==> src/rtl/vram_hud_sequencer.sv <==
// vram_hud_sequencer: writes two 3-digit score fields into VRAM port A.
// Avalon VRAM traffic always owns port A; the sequencer stalls behind it.
// Ports:
//   CLK, RESET           clock, sync active-high reset
//   AVL_CS/READ/WRITE    Avalon-MM slave controls
//   AVL_ADDR[11:0]       word address, bit 11 = 0 selects VRAM
//   AVL_BYTE_EN[3:0]     byte enables
//   AVL_WRITEDATA[31:0]  write data
//   vs                   vsync, starts an update on its rising edge
//   score0/score1[7:0]   player scores
//   inv[1:0]             per-player inverse-glyph bit
//   ram_*                VRAM port-A address/byteen/data/wren/rden
//   busy                 sequencer not idle
//   frame_done           one-cycle pulse at end of an update
module vram_hud_sequencer #(
  parameter logic [10:0] HUD_BASE0 = 11'd0,
  parameter logic [10:0] HUD_BASE1 = 11'd38,
  parameter logic [7:0]  PAL       = 8'h00
) (
  input  logic        CLK,
  input  logic        RESET,
  input  logic        AVL_CS,
  input  logic        AVL_READ,
  input  logic        AVL_WRITE,
  input  logic [11:0] AVL_ADDR,
  input  logic [3:0]  AVL_BYTE_EN,
  input  logic [31:0] AVL_WRITEDATA,
  input  logic        vs,
  input  logic [7:0]  score0,
  input  logic [7:0]  score1,
  input  logic [1:0]  inv,
  output logic [10:0] ram_addr,
  output logic [3:0]  ram_byteen,
  output logic [31:0] ram_wdata,
  output logic        ram_wren,
  output logic        ram_rden,
  output logic        busy,
  output logic        frame_done
);

  typedef enum logic [2:0] {
    IDLE, LOAD, CONV, WR_LO, WR_HI, NEXT
  } state_t;

  state_t state, state_n;

  logic       vs_q, pending, force_q, p;
  logic [7:0] snap0, snap1, last0, last1, rem;
  logic [3:0] h, t, o;
  logic [1:0] inv_s;

  logic        avl_vram, vs_edge, skip, seq_wr, iv_p;
  logic [7:0]  cur, lst;
  logic [10:0] base;
  logic [31:0] seq_lo, seq_hi;

  function automatic logic [15:0] chr(
    input logic       iv,
    input logic [3:0] d
  );
    return {iv, 7'h30 + {3'b000, d}, PAL};
  endfunction

  assign avl_vram = AVL_CS & ~AVL_ADDR[11]
                  & (AVL_READ | AVL_WRITE);
  assign vs_edge  = vs & ~vs_q;
  assign busy     = (state != IDLE);

  // LOAD compares player 0 against the value being
  // snapped this cycle; NEXT compares player 1's snapshot.
  assign cur  = (state == LOAD) ? score0 : snap1;
  assign lst  = (state == LOAD) ? last0 : last1;
  assign skip = (cur == lst) && !force_q;

  assign iv_p   = inv_s[p];
  assign base   = p ? HUD_BASE1 : HUD_BASE0;
  assign seq_lo = {chr(iv_p, t), chr(iv_p, h)};
  assign seq_hi = {1'b0, 7'h20, PAL, chr(iv_p, o)};
  assign seq_wr = ((state == WR_LO) || (state == WR_HI))
                && !RESET;

  always_comb begin
    state_n = state;
    unique case (state)
      IDLE:  if (vs_edge || pending) state_n = LOAD;
      LOAD:  state_n = skip ? NEXT : CONV;
      CONV:  if (rem < 8'd10) state_n = WR_LO;
      WR_LO: if (!avl_vram) state_n = WR_HI;
      WR_HI: if (!avl_vram) state_n = NEXT;
      NEXT: begin
        if (p) state_n = IDLE;
        else   state_n = skip ? NEXT : CONV;
      end
      default: state_n = IDLE;
    endcase
  end

  always_comb begin
    ram_addr   = (state == WR_HI) ? base + 11'd1 : base;
    ram_byteen = 4'hF;
    ram_wdata  = (state == WR_HI) ? seq_hi : seq_lo;
    ram_wren   = seq_wr;
    ram_rden   = 1'b0;
    if (avl_vram) begin
      ram_addr   = AVL_ADDR[10:0];
      ram_byteen = AVL_BYTE_EN;
      ram_wdata  = AVL_WRITEDATA;
      ram_wren   = AVL_WRITE;
      ram_rden   = AVL_READ;
    end
  end

  always_ff @(posedge CLK) begin
    if (RESET) begin
      state      <= IDLE;
      vs_q       <= 1'b0;
      pending    <= 1'b0;
      force_q    <= 1'b1;
      p          <= 1'b0;
      last0      <= 8'd0;
      last1      <= 8'd0;
      snap0      <= 8'd0;
      snap1      <= 8'd0;
      inv_s      <= 2'b00;
      rem        <= 8'd0;
      h          <= 4'd0;
      t          <= 4'd0;
      o          <= 4'd0;
      frame_done <= 1'b0;
    end else begin
      state      <= state_n;
      vs_q       <= vs;
      frame_done <= (state == NEXT) && p;
      if (state == IDLE)  pending <= 1'b0;
      else if (vs_edge)   pending <= 1'b1;
      unique case (state)
        LOAD: begin
          p     <= 1'b0;
          snap0 <= score0;
          snap1 <= score1;
          inv_s <= inv;
          if (!skip) begin
            rem <= score0;
            h   <= 4'd0;
            t   <= 4'd0;
            o   <= 4'd0;
          end
        end
        CONV: begin
          if (rem >= 8'd100) begin
            rem <= rem - 8'd100;
            h   <= h + 4'd1;
          end else if (rem >= 8'd10) begin
            rem <= rem - 8'd10;
            t   <= t + 4'd1;
          end else begin
            o   <= rem[3:0];
          end
        end
        WR_HI: begin
          if (!avl_vram) begin
            if (p) last1 <= snap1;
            else   last0 <= snap0;
          end
        end
        NEXT: begin
          if (!p) begin
            p <= 1'b1;
            if (!skip) begin
              rem <= snap1;
              h   <= 4'd0;
              t   <= 4'd0;
              o   <= 4'd0;
            end
          end else begin
            force_q <= 1'b0;
          end
        end
        default: ;
      endcase
    end
  end

endmodule

==> config.mk <==
export PLATFORM = sky130hd
export DESIGN_NAME = vram_hud_sequencer
export DESIGN_NICKNAME = d
export VERILOG_FILES = /design/src/rtl/vram_hud_sequencer.sv
export SDC_FILE = /design/constraint.sdc
export NUM_CORES = 1
export LEC_CHECK = 0
export BUFFER_PORTS_ARGS = -buffer_cell sky130_fd_sc_hd__buf_4
export CAP_MARGIN = 20
export CORE_ASPECT_RATIO = 0.5
export CORE_MARGIN = 2
export CORE_UTILIZATION = 54
export CTS_BUF_LIST = sky130_fd_sc_hd__clkbuf_4 sky130_fd_sc_hd__clkbuf_8 sky130_fd_sc_hd__clkbuf_16
export CTS_CLUSTER_SIZE = 30
export DETAILED_ROUTE_END_ITERATION = 8
export GPL_TIMING_DRIVEN = 0
export MAX_ROUTING_LAYER = met4
export PLACE_DENSITY = 0.88
export SYNTH_ARGS = -nofsm -noshare
export SYNTH_HDL_FRONTEND = slang
export SYNTH_SLANG_ARGS = --single-unit
==> constraint.sdc <==
create_clock -name CLK -period 6.15 [get_ports CLK]
set_input_delay 0.615 -clock CLK [delete_from_list [all_inputs] [get_ports CLK]]
set_output_delay 0.615 -clock CLK [all_outputs]
set_load 0.02 [all_outputs]
# --- Word level (Yosys, flattened, before mapping) ---
# Index checks and enable logic that the tools add are counted.
# Widths: inputs -> output; s select.
totals:
  reg_bits: 62
  inputBits: 72
  output_inout_bits: 51
  elab_cells: 113
op_classes:
  addsub: 8
  order_cmp: 4
  eq_ne: 18
  n_mux: 40
  bitwise_logic: 8
  reduce_logical: 20
ops:
  columns: ["operator", "count"]
  rows:
  - ["$mux 32", 2]
  - ["$mux 8", 7]
  - ["$mux 4", 12]
  - ["$pmux 4 s3", 3]
  - ["$pmux 8 s3", 1]
  - ["$ne 2x2->1 const B", 11]
  - ["$add 6x4->7 const A", 3]
  - ["$mux 3", 6]
  - ["$pmux 3 s6", 1]
  - ["$reduce_and 4->1", 3]
  - ["$mux 11", 1]
  - ["$reduce_and 3->1", 3]
  - ["$add 4x1->4 const B", 2]
  - ["$eq 8x8->1", 1]
  - ["$ge 8x4->1 const B", 1]
  - ["$ge 8x7->1 const B", 1]
  - ["$lt 8x4->1 const B", 1]
  - ["$sub 8x4->8 const B", 1]
  - ["$sub 8x7->8 const B", 1]
  - ["$add 6x1->7 const B", 1]
  - ["$mux 7", 1]
  - ["$eq 3x2->1 const B", 2]
  - ["$eq 3x3->1 const B", 2]
  - ["$mux 6", 1]
  - ["17 further kinds", 30]

# --- Logic depth before layout (Yosys ltp) ---
logic_depth:
  depth_word: 7
  mapped_depth: 9
  mapped_depth_nobuf: 8

# --- Worst setup path before layout ---
# No wires, ideal clock.
synth_timing:
  path_type: "input to output"
  start: "input AVL_CS"
  end: "output ram_wdata[31]"
  arrival_ns: 1.878
  required_time_ns: 5.535
  setup_slack_ns: 3.657
  cell_stages: 5
  cell_sequence: "nor2b_1 -> o21a_1 -> clkbuf_1 -> clkbuf_1 -> o31ai_1"
synth_between:
  elab_chain_len: 3
synth_rtl:
  columns: ["item", "line_no", "text"]
  rows:
  - ["start: declaration", "22", "input logic AVL_CS,"]
  - ["$and 1x1->1", "64", "assign avl_vram = AVL_CS & ~AVL_ADDR[11]"]
  - ["$and 1x1->1", "65", "& (AVL_READ | AVL_WRITE);"]
  - ["$mux 32", "104", "if (avl_vram) begin"]
  - ["end: declaration", "34", "output logic [31:0] ram_wdata,"]
# No other way between the ends.

# --- Worst setup path in the final report ---
layout_timing:
  start: "input AVL_ADDR[11]"
  end: "output ram_wdata[31]"
layout_between:
  elab_chain_len: 4
layout_rtl:
  columns: ["item", "line_no", "text"]
  rows:
  - ["start: declaration", "25", "input logic [11:0] AVL_ADDR,"]
  - ["$not 1->1", "64", null]
  - ["$and 1x1->1", "64", null]
  - ["$and 1x1->1", "65", null]
  - ["$mux 32", "104", null]
# No other way between the ends.

==> impl_metrics.ini <==
[setup_path]
critPathLaunchType = input pin
crit_family = buffers and inverters
max_stage_delay_ns = 0.39
rr_worst_depth = 8
timing.critical_path.arrival_ns = 2.25
worst-path-stages = 8
cp_max_fo = 10
path_buf_inv = 4
cp.required_ns = 5.53
endpoint_kind = primary output
crit_slowest_cell = clkbuf_1
crit_type = in -> out
path_cells = buf_4, nor2b_1, o21a_1, clkbuf_1, clkbuf_1, nand2_1, o31ai_1, buf_4

[detailed_routing]
first_iter_violations = 346
postRouteAntennaNets = 0
vias = 3630
drc = 0
dr.pass1.iters = 8
wire_per_inst_um = 16.3
routed_wl_um = 10600
viasPerCell = 5.58

[synth]
yosys_most_used_dff = dfxtp_1
yosys.area.top_type = dfxtp_1
yosysSeqAreaShare_pct = 35.9
synth-seq-cells = 62
syn_inst = 425
syn_area_mm2 = 0.00345
yosysTopAreaCellShare_pct = 35.9
ys_top_cells_by_area = dfxtp_1 36%, nand2_1 7.7%, mux2i_1 6.4%
yosys.cell_types.count = 54
asyncSetResetFlopFracSynth_pct = 0
yosysWarnings = 0
synth_nets = 504
synth_area_per_cell_um2 = 8.13
synth-edff-count = 0

[floorplanning]
boundaryPins = 123
dieArea_mm2 = 0.00709
core-area_mm2 = 0.00613
die_width_um = 117
start_util_pct = 56.3
rows = 20
fp.dieH_um = 60.6

[clock_tree]
cts_tree = built
cts_root_buf = clkbuf_16
clockBufferDepth = 2
cts.reportedPaths.clkPinSlew_ns = 0.06
ctsResizeCount = 0
ctsHoldBuffers = 0
post_cts_buffers = 0
htree_levels = 3
clock_sinks = 62
cts_made_buffers = 9
clock_latency_ns = 0.33

[timing]
tns_ns = 0
finClkSkew_ns = 0.00430
fin_crit_sh_pct = 46.6
maxSlewHeadroom_pct = 53.5
max_freq_mhz = 349
report.final.setup_viol = 0
finalHoldViolCount = 0
final_max_slew_viol_count = 0
tightest_slew_ns = 0.697
rsz0062_at_grt = false
final.min_clock_period_ns = 2.87

[cells_and_area]
antennaDiodeCount = 0
drive_above_1_share_pct = 28.8
seqCellArea_mm2 = 0.00124
finalInstanceArea_mm2 = 0.00478
nFillCells = 435
multiInputGateArea_mm2 = 0.00206
area_growth_pct = 38.4
fin_cells = 651
layout.nets = 637

[place]
port_buffers = 122
placed_cells = 635
placed_area_mm2 = 0.00448
dp_hpwl_um = 7620
gp_congestion = 0.929

[power_and_ir_drop]
leakagePower_nw = 2.05
pwr-share-clk_pct = 29.5
pwr-share-seq_pct = 31.5
power.internal_mw = 1.05
power_frac_comb_pct = 39.1
irDropWorstVdd_mv = 0.238
power_density_mw_per_mm2 = 355
switchingPower_mw = 0.650
sw_frac_of_total_pct = 38.3
power_mw = 1.70

[flow_run]
maxCapViolations = 0

[global_route]
grt_pass1_wl_um = 15900
grt_max_degree = 13
grt_remaining_overflow = 0
antenna_found_initial = 0
grt_pass1_vias = 3265
grt_use_total_pct = 30.8

[min_path]
hold_depth = 2
min_path_type = reg -> reg

[status]
status = completed
kinds of logic (layout without fill, tap and decap cells):
kind of cell | after synthesis | in the layout | synth area share [%]
adder cells (fa/ha/maj) | 7 | 7 | 2.54
multiplexers | 22 | 22 | 6.37
flip-flops | 62 | 62 | 35.9
buffers and inverters | 35 | 173 | 4.45
AND/OR/NAND/NOR | 192 | 192 | 28.0
XOR/XNOR | 21 | 21 | 5.32
AO/OA/AOI/OAI | 86 | 86 | 17.4
worst reg2reg max path: cells and delay by family (launching register included):
family          cells  cell delay [ns]
compound gates      3             0.59
flops               1             0.48
buf+inv             1             0.38
mux                 1             0.35
simple gates        2             0.33
fa+ha+maj           1             0.21
state kept, by name, summed over array words and instances, names as in the netlist:
name        flops
last0           8
last1           8
rem             8
snap0           8
snap1           8
h               4
o               4
t               4
state           3
inv_s           2
force_q         1
frame_done      1
p               1
pending         1
vs_q            1
final timing paths:
kind | startpoint | end | slack, ns
min reg2reg | snap0[0] | snap0[0] | 0.46
max | AVL_ADDR[11] | ram_wdata[31] | 3.28
min | snap0[0] | snap0[0] | 0.46
max reg2reg | rem[2] | rem[4] | 3.67
cell usage in the layout (no fill, tap or decap), types with 10 or more instances in the layout:
cell type  instances
a21oi_1           32
and2_1            27
buf_4            125
clkbuf_1          20
dfxtp_1           62
mux2i_1           22
nand2_1           71
nand2b_1          10
nor2_1            40
xnor2_1           14
cells in the mapped netlist, types with 3 or more instances:
cell	n
clkbuf_1	20
a31oi_1	5
inv_1	8
ha_1	7
o21ai_0	9
nand4_1	7
dfxtp_1	62
a32oi_1	4
nor2b_1	3
a22o_1	6
a21o_1	3
nand2_1	71
or2_2	3
a222oi_1	4
and2_1	27
nand3_1	5
nand2b_1	10
buf_2	3
nor3_1	8
a21oi_1	32
nor2_1	40
xor2_1	7
xnor2_1	14
o31ai_1	3
buf_4	3
mux2i_1	22
stage by stage:
| stage | hold slack (ns) | utilization, % | setup slack (ns) |
|---|---|---|---|
| floorplan | 0.436 | - | 3.66 |
| global placement | 0.443 | 73.1 | 3.26 |
| detailed placement | 0.448 | 73.1 | 3.25 |
| CTS | 0.455 | 78.0 | 3.26 |
| global route | 0.477 | 78.0 | 3.10 |
| finish | 0.455 | 78.0 | 3.28 |
power groups by stage:
| stage | combinational, mW | clock (mW) | sequential (mW) |
|---|---|---|---|
| floorplan | 0.459 | 0 | 0.518 |
| global placement | 0.620 | 0 | 0.535 |
| detailed placement | 0.633 | 0 | 0.538 |
| CTS | 0.651 | 0.502 | 0.532 |
| global route | 0.709 | 0.521 | 0.540 |
| finish | 0.664 | 0.501 | 0.534 |
routing by layer:
layer	up-vias	wire, µm	global-route usage [%]
met1	1680	4350	35.0
met3	33	957	6.59
met4	0	249	13.6
li1	1739	-	-
met2	178	5080	53.7
met5	-	0	-
area by class of cell:
cell class	count	share of cell area, %
multi-input combinational	328	43.1
sequential	62	26.0
timing repair buffer	122	19.2
clock buffer	9	4.71
buffer	27	2.59
tap	88	2.30
clock inverter	7	1.54
inverter	8	0.628
No activity file was read; power rests on OpenSTA's default activity.
